$ cat src/rtl/button_pkg.sv
// Shared types and default constants for the button debouncer.
package button_pkg;

  typedef enum logic [1:0] {
    STABLE_LO = 2'd0,
    PEND_HI   = 2'd1,
    STABLE_HI = 2'd2,
    PEND_LO   = 2'd3
  } btn_state_t;

  // 1 ms and 1 s at 100 MHz.
  localparam int unsigned DEBOUNCE_CYCLES_DEF = 100000;
  localparam int unsigned LONG_CYCLES_DEF     = 100000000;

endpackage

$ cat src/rtl/sync_2ff.sv
// Two-flop synchronizer for a single asynchronous bit, reset value selectable.
module sync_2ff #(
  parameter logic RST_VAL = 1'b0
) (
  input  logic clk,
  input  logic reset,
  input  logic d_i,
  output logic q_o
);

  logic meta_q;
  logic sync_q;

  always_ff @(posedge clk) begin
    if (reset) begin
      meta_q <= RST_VAL;
      sync_q <= RST_VAL;
    end else begin
      meta_q <= d_i;
      sync_q <= meta_q;
    end
  end

  assign q_o = sync_q;

endmodule

$ cat src/rtl/button_debounce.sv
// Button debouncer: 2FF sync, 4-state acceptance FSM, edge pulses and an
// optional long-press pulse enabled with BUTTON_LONG_PRESS_EN.
module button_debounce
  import button_pkg::*;
#(
  parameter int unsigned DEBOUNCE_CYCLES = DEBOUNCE_CYCLES_DEF,
  parameter bit          ACTIVE_LOW      = 1'b0,
  parameter int unsigned LONG_CYCLES     = LONG_CYCLES_DEF
) (
  input  logic clk,
  input  logic reset,
  input  logic btn_in,
  output logic btn_level,
  output logic btn_rise,
  output logic btn_fall,
  output logic long_press
);

  localparam int unsigned CNT_W = (DEBOUNCE_CYCLES > 2) ? $clog2(DEBOUNCE_CYCLES) : 1;
  localparam logic [CNT_W-1:0] CNT_LAST = CNT_W'(DEBOUNCE_CYCLES - 1);

  logic       pad_c;
  logic       sync_c;
  btn_state_t state_q;
  logic [CNT_W-1:0] cnt_q;
  logic       level_q;
  logic       rise_q;
  logic       fall_q;

  // Inversion happens before the synchronizer so reset value 0 means released.
  assign pad_c = btn_in ^ logic'(ACTIVE_LOW);

  sync_2ff #(
    .RST_VAL (1'b0)
  ) u_sync (
    .clk   (clk),
    .reset (reset),
    .d_i   (pad_c),
    .q_o   (sync_c)
  );

  always_ff @(posedge clk) begin
    if (reset) begin
      state_q <= STABLE_LO;
      cnt_q   <= '0;
      level_q <= 1'b0;
      rise_q  <= 1'b0;
      fall_q  <= 1'b0;
    end else begin
      rise_q <= 1'b0;
      fall_q <= 1'b0;
      case (state_q)
        STABLE_LO: begin
          if (sync_c) begin
            state_q <= PEND_HI;
            cnt_q   <= '0;
          end
        end
        PEND_HI: begin
          if (!sync_c) begin
            state_q <= STABLE_LO;
          end else if (cnt_q == CNT_LAST) begin
            state_q <= STABLE_HI;
            level_q <= 1'b1;
            rise_q  <= 1'b1;
          end else begin
            cnt_q <= cnt_q + CNT_W'(1);
          end
        end
        STABLE_HI: begin
          if (!sync_c) begin
            state_q <= PEND_LO;
            cnt_q   <= '0;
          end
        end
        PEND_LO: begin
          if (sync_c) begin
            state_q <= STABLE_HI;
          end else if (cnt_q == CNT_LAST) begin
            state_q <= STABLE_LO;
            level_q <= 1'b0;
            fall_q  <= 1'b1;
          end else begin
            cnt_q <= cnt_q + CNT_W'(1);
          end
        end
        default: state_q <= STABLE_LO;
      endcase
    end
  end

  assign btn_level = level_q;
  assign btn_rise  = rise_q;
  assign btn_fall  = fall_q;

`ifdef BUTTON_LONG_PRESS_EN
  localparam int unsigned LP_W = (LONG_CYCLES > 1) ? $clog2(LONG_CYCLES + 1) : 1;
  localparam logic [LP_W-1:0] LP_MAX = LP_W'(LONG_CYCLES);

  logic            enter_hi_c;
  logic            exit_hi_c;
  logic            pressed_c;
  logic [LP_W-1:0] lp_cnt_d;
  logic [LP_W-1:0] lp_cnt_q;
  logic            long_q;

  assign enter_hi_c = (state_q == PEND_HI) && sync_c && (cnt_q == CNT_LAST);
  assign exit_hi_c  = (state_q == PEND_LO) && !sync_c && (cnt_q == CNT_LAST);
  assign pressed_c  = (state_q == STABLE_HI) || (state_q == PEND_LO);

  // Glitches in PEND_LO keep counting so a single press fires at most once.
  always_comb begin
    lp_cnt_d = lp_cnt_q;
    if (enter_hi_c || exit_hi_c || !pressed_c) begin
      lp_cnt_d = '0;
    end else if (lp_cnt_q != LP_MAX) begin
      lp_cnt_d = lp_cnt_q + LP_W'(1);
    end
  end

  always_ff @(posedge clk) begin
    if (reset) begin
      lp_cnt_q <= '0;
      long_q   <= 1'b0;
    end else begin
      lp_cnt_q <= lp_cnt_d;
      long_q   <= (lp_cnt_d == LP_MAX) && (lp_cnt_q != LP_MAX);
    end
  end

  assign long_press = long_q;
`else
  logic unused_long_c;
  assign unused_long_c = ^LONG_CYCLES;
  assign long_press    = 1'b0;
`endif

endmodule

$ cat config.mk
export PLATFORM = sky130hd
export DESIGN_NAME = button_debounce
export DESIGN_NICKNAME = d
export VERILOG_FILES = /design/src/rtl/button_pkg.sv /design/src/rtl/sync_2ff.sv /design/src/rtl/button_debounce.sv
export SDC_FILE = /design/constraint.sdc
export NUM_CORES = 1
export LEC_CHECK = 0
export ABC_AREA = 0
export BUFFER_PORTS_ARGS = -buffer_cell sky130_fd_sc_hd__clkbuf_2
export CELL_PAD_IN_SITES_DETAIL_PLACEMENT = 2
export CELL_PAD_IN_SITES_GLOBAL_PLACEMENT = 2
export CORE_MARGIN = 1.5
export CORE_UTILIZATION = 33
export DETAILED_ROUTE_END_ITERATION = 6
export HOLD_SLACK_MARGIN = 0.08
export PLACE_DENSITY = 0.79
export SLEW_MARGIN = 20
export SYNTH_ARGS = -nofsm -noshare
export SYNTH_HDL_FRONTEND = slang
export SYNTH_HIERARCHICAL = 1
export SYNTH_SLANG_ARGS = --single-unit
$ cat constraint.sdc
create_clock -name clk -period 2.1 [get_ports clk]
set_clock_uncertainty 0.15 [all_clocks]
set_input_delay 0.42 -clock clk [delete_from_list [all_inputs] [get_ports clk]]
set_output_delay 0.42 -clock clk [all_outputs]
set_load 0.01 [all_outputs]
# After elaboration in Yosys (flattened, before gate mapping)
# Cells that the tools add are included.
word_totals:
  reg_bits: 24
  out_inout_bits: 4
  in_bits: 3
  elab_cells: 49
classes:
  addsub: 1
  n_reduce_logical: 7
  n_eq_ne: 12
  bitwise: 3
  muxes: 19
op_table:
  columns: ["cell", "n"]
  rows:
  - ["two-way mux 17 bit", 5]
  - ["one-hot mux 17 bit (4 select lines)", 1]
  - ["adder 17 x 1 -> 17 bit (second input constant)", 1]
  - ["== test 17 bit (second input constant)", 1]
  - ["two-way mux 2 bit", 6]
  - ["!= test 2 bit (second input constant)", 4]
  - ["one-hot mux 2 bit (4 select lines)", 1]
  - ["AND reduction 4 bit", 2]
  - ["OR reduction 3 bit", 2]
  - ["two-way mux 1 bit", 5]
  - ["AND reduction 5 bit", 1]
  - ["== test 2 bit (second input constant)", 2]
  - ["!= test 2 x 1 -> 1 bit (second input constant)", 2]
  - ["!= test 3 x 2 -> 1 bit (second input constant)", 1]
  - ["!= test 3 bit (second input constant)", 1]
  - ["inverter 1 bit", 3]
  - ["== test 2 x 1 -> 1 bit (second input constant)", 1]
  - ["logical NOT 2 bit", 1]
  - ["one-hot mux 1 bit (2 select lines)", 1]
  - ["nonzero test 2 bit", 1]

# Logic depth before layout (Yosys ltp)
logic_depth:
  ltp_word: 4
  depth_mapped: 7
  mapped_depth_nobuf: 6

# Cells and area by module
# The synthesis kept the hierarchy.
by_module_without_submodules:
  columns: ["module", "n_inst", "cells_per_inst", "seq_area_each_um2", "area_per_inst_um2"]
  rows:
  - ["button_debounce", 1, 140, 440.4, 1223.7]
  - ["sync_2ff", 1, 4, 40.0, 52.6]

# Worst setup path before layout
# Ideal clock, no wire load.
synth_timing:
  kind: "register to register"
  from: "register cnt_q[0]"
  to: "register cnt_q[14]"
  arrival_ps: 1700
  setup_ps: 133
  synth_period_minus_slack_ps: 1983
  required_ps: 1817
  path_buffers: 0
  slack_ps: 117
  stages_incl_launch_ff: 7
  cell_sequence: "dfxtp_1 > ha_1 > nand3_1 > or4_1 > a221o_1 > nand3_1 > o41ai_2"
synth_via:
  elab_chain_cells: 4
  elab_cells_between_ends: 6
  cone_classes: "add/sub: 1; eq/ne: 1; mux: 4"
synth_rtl:
  columns: ["item", "line", "text"]
  rows:
  - ["start, declared", "button_debounce.sv:25", "logic [CNT_W-1:0] cnt_q;"]
  - ["start signal, assigned", "button_debounce.sv:67", "cnt_q <= cnt_q + CNT_W'(1);"]
  - ["start signal, assigned", "button_debounce.sv:84", "cnt_q <= cnt_q + CNT_W'(1);"]
  - ["adder 17 x 1 -> 17 bit or == test 17 bit (tied branches)", null, null]
  - ["two-way mux 17 bit *", "button_debounce.sv:62, button_debounce.sv:79", null]
  - ["two-way mux 17 bit, on equally long branches", "button_debounce.sv:77, button_debounce.sv:60", null]
  - ["one-hot mux 17 bit (4 select lines) *", "button_debounce.sv:52", "case (state_q)"]
# Every way passes the cells marked *; elsewhere a longest branch is shown, timed or not. The select of a mux whose other input is x is not followed.
# A chain may end at the register's enable or synchronous reset.

# Worst setup path in the final report
layout_timing:
  from: "register cnt_q[1]"
  to: "register cnt_q[7]"
# Same word-level chain as after synthesis.

==> flow_summary_export.csv <==
group,metric,value,unit
worst_setup_path,worstSetupEndpointType,"flop",
layout,layout_commonest_cell,"dfxtp_1",
timing,setup-tns-final,0,ns
pwr,leakage,0.523,nW
yosys,ys.flop_type,"dfxtp_1",
yosys,ys_types,47,
timing,setup_violations,0,
worst_setup_path,timing.rr.start,"cnt_q[1]",
pwr,p_total,0.945,mW
layout,final_cell_mix,"dfxtp_1 (24), buf_4 (13), nand3_1 (12)",
floorplanning,die-height,65.2,um
layout,syn2layout_area_growth,18.5,%
worst_setup_path,worstPathRequired,2.13,ns
pwr,p_per_area,625,nW/um^2
timing,rsz0062_at_grt,"false",
timing,final-max-slew-violation-count,0,
global_route,grt_util_met1,0.243,
worst_setup_path,worstSetupStartpoint,"cnt_q[1]",
layout,drive_gt1_frac,0.229,
global_route,grt-busiest-layer,"met2",
yosys,async_flop_share,0,
detailed_routing,drc,0,
floorplanning,ios,7,
layout,post-route-util,0.410,
yosys,syn_inst,144,
global_route,grt_pass1_vias,1335,
layout,nNetsFinal,162,
status,outcome,"completed",
floorplanning,die-area,4250,um^2
placement,gp_congestion,0.863,
detailed_routing,routedWlPerCell,20.6,um
layout,fill_cells,426,
timing,slew_headroom,0.609,
placement,hpwl,3020,um
timing,finalCriticalPeriod,2.00,ns
floorplanning,start_util,0.346,
yosys,syn-num-nets,148,
worst_setup_path,path_class,"reg -> reg",
clock_network,clk_latency,0.28,ns
floorplanning,core.rowCount,22,
global_route,grt_max_degree,16,
timing,fmax,499,MHz
layout,antenna_cells,0,
yosys,synth-seq-cells,24,
yosys,avgSynthCellArea,8.86,um^2
clock_network,cts.clk_slew.worst_paths,0.09,ns
run,cap_violations,0,
global_route,grt_overflow,0,
layout,instances_no_fill,205,
clock_network,cts-root-buf,"clkbuf_8",
detailed_routing,drt_first_iter_violations,20,
yosys,synth_edf_count,0,
floorplanning,core-area,3690,um^2
clock_network,numCtsBuffers,3,
detailed_routing,postRouteAntennaNets,0,
layout,final_area,1510,um^2
yosys,ys.warnings.count,6,
worst_setup_path,cp-start-kind,"flop",
global_route,use_met3,0.0308,
worst_setup_path,critPathMaxFanout,7,
detailed_routing,drt_pass1_iterations,4,
placement,dp_slack,0.0266,ns
global_route,grtUsageTotal,0.211,
global_route,antenna_found_initial,0,
min_path,hold_start,"btn_in",
placement,dp_cells,199,
global_route,grt_pass1_wl,6680,um
yosys,ys_seq_area_frac,0.376,
yosys,syn_area,1280,um^2
floorplanning,die_x,65.2,um
detailed_routing,drt-total-wl,4230,um
clock_network,cts_tree,"yes",
timing,hold_viol,0,
clock_network,clock_sinks,24,
clock_network,cts_buffer_depth,2,
timing,fin_ws,0.0954,ns
min_path,hold_class,"in -> reg",
detailed_routing,vias,1245,
pwr,ir_worst_vdd,0.244,mV
clock_network,htreeDepth,1,
timing,fin_crit_sh,0.955,
detailed_routing,viasPerCell,6.07,
timing,whs,0.200,ns
timing,worst_slew_pin_slew,0.582,ns
worst_setup_path,worstPathArrival,2.04,ns
global_route,grt_use_met2,0.395,
placement,io_buffers,5,
placement,place_area,1400,um^2
-- worst max-delay path: stages, from the launching register on --
cell and delay, ns:
dfxtp_1 0.35, ha_4 0.17, and3_2 0.24, and3_1 0.23, a21oi_4 0.28, nand2_4 0.16
o41ai_2 0.31
-- timing repair --
item / in CTS / in global routing
pin swaps: 0 / 1
buffers inserted: 0 / 2
hold buffers: 0 / 0
setup endpoints to repair: 1 / 7
gates resized for setup: 1 / 5
endpoints found under the hold margin: 0 / 0
-- flip-flops by register name, summed over array words and instances, names as in the netlist, named ones only --
signal,flops
state_q,1
u_sync/meta_q,1
u_sync/q_o,1
cnt_q,17
btn_fall,1
btn_level,1
btn_rise,1
-- routing by layer --
| layer | routed length, um | part of all wire |
|---|---|---|
| met3 | 151 | 0.036 |
| met5 | 0 | 0 |
| met2 | 2210 | 0.52 |
| met1 | 1800 | 0.42 |
| met4 | 73 | 0.017 |
-- synthesized netlist by cell type, drive strengths merged, types with 2 or more instances --
library cell,number,area share
o31ai,2,0.012
buf,5,0.025
or2,2,0.0098
and3,4,0.020
nor2,4,0.012
nand2,12,0.041
nand2b,2,0.0098
nor4b,2,0.014
o21ai,3,0.015
nand4,5,0.025
nor4,3,0.015
or3,3,0.015
a31oi,2,0.0098
o211ai,3,0.018
dfxtp,24,0.38
nor2b,2,0.0098
o41ai,5,0.058
a21oi,5,0.028
xor2,2,0.014
xnor2,2,0.014
or4,3,0.018
nor3,8,0.031
nand3,13,0.051
clkbuf,4,0.012
inv,5,0.015
a32o,5,0.039
-- power breakdown --
part | internal [mW] | switching [mW]
clock | 0.256 | 0.168
combinational | 0.0198 | 0.0356
sequential | 0.460 | 0.00570
total | 0.736 | 0.210
-- final cells by class --
cell class	instances	area (um^2)	share of cell area
Multi-Input combinational cell	106	759	0.502
Sequential cell	24	480	0.318
Timing Repair Buffer	18	123	0.0811
Tap cell	48	60.1	0.0397
Clock buffer	3	41.3	0.0273
Clock inverter	1	30.0	0.0199
Inverter	5	18.8	0.0124
-- final timing paths --
| kind | to | slack (ns) | cells after the start |
|---|---|---|---|
| worst max-delay path | cnt_q[7] | 0.1 | 6 |
| worst min-delay path | u_sync/meta_q | 0.20 | 2 |
| worst max register to register | cnt_q[7] | 0.1 | 6 |
| worst min register to register | u_sync/q_o | 0.30 | 1 |
-- kinds of logic (layout without fill, tap and decap cells) --
group           count (synthesis)  after routing  synth area share
simple gates                   68             68             0.305
compound gates                 32             32             0.226
flops                          24             24             0.376
buf+inv                        14             27            0.0520
xor+xnor                        4              4            0.0275
fa+ha+maj                       1              1           0.00980
other cells                     1              1           0.00294
No activity file was read; power rests on OpenSTA's default activity.
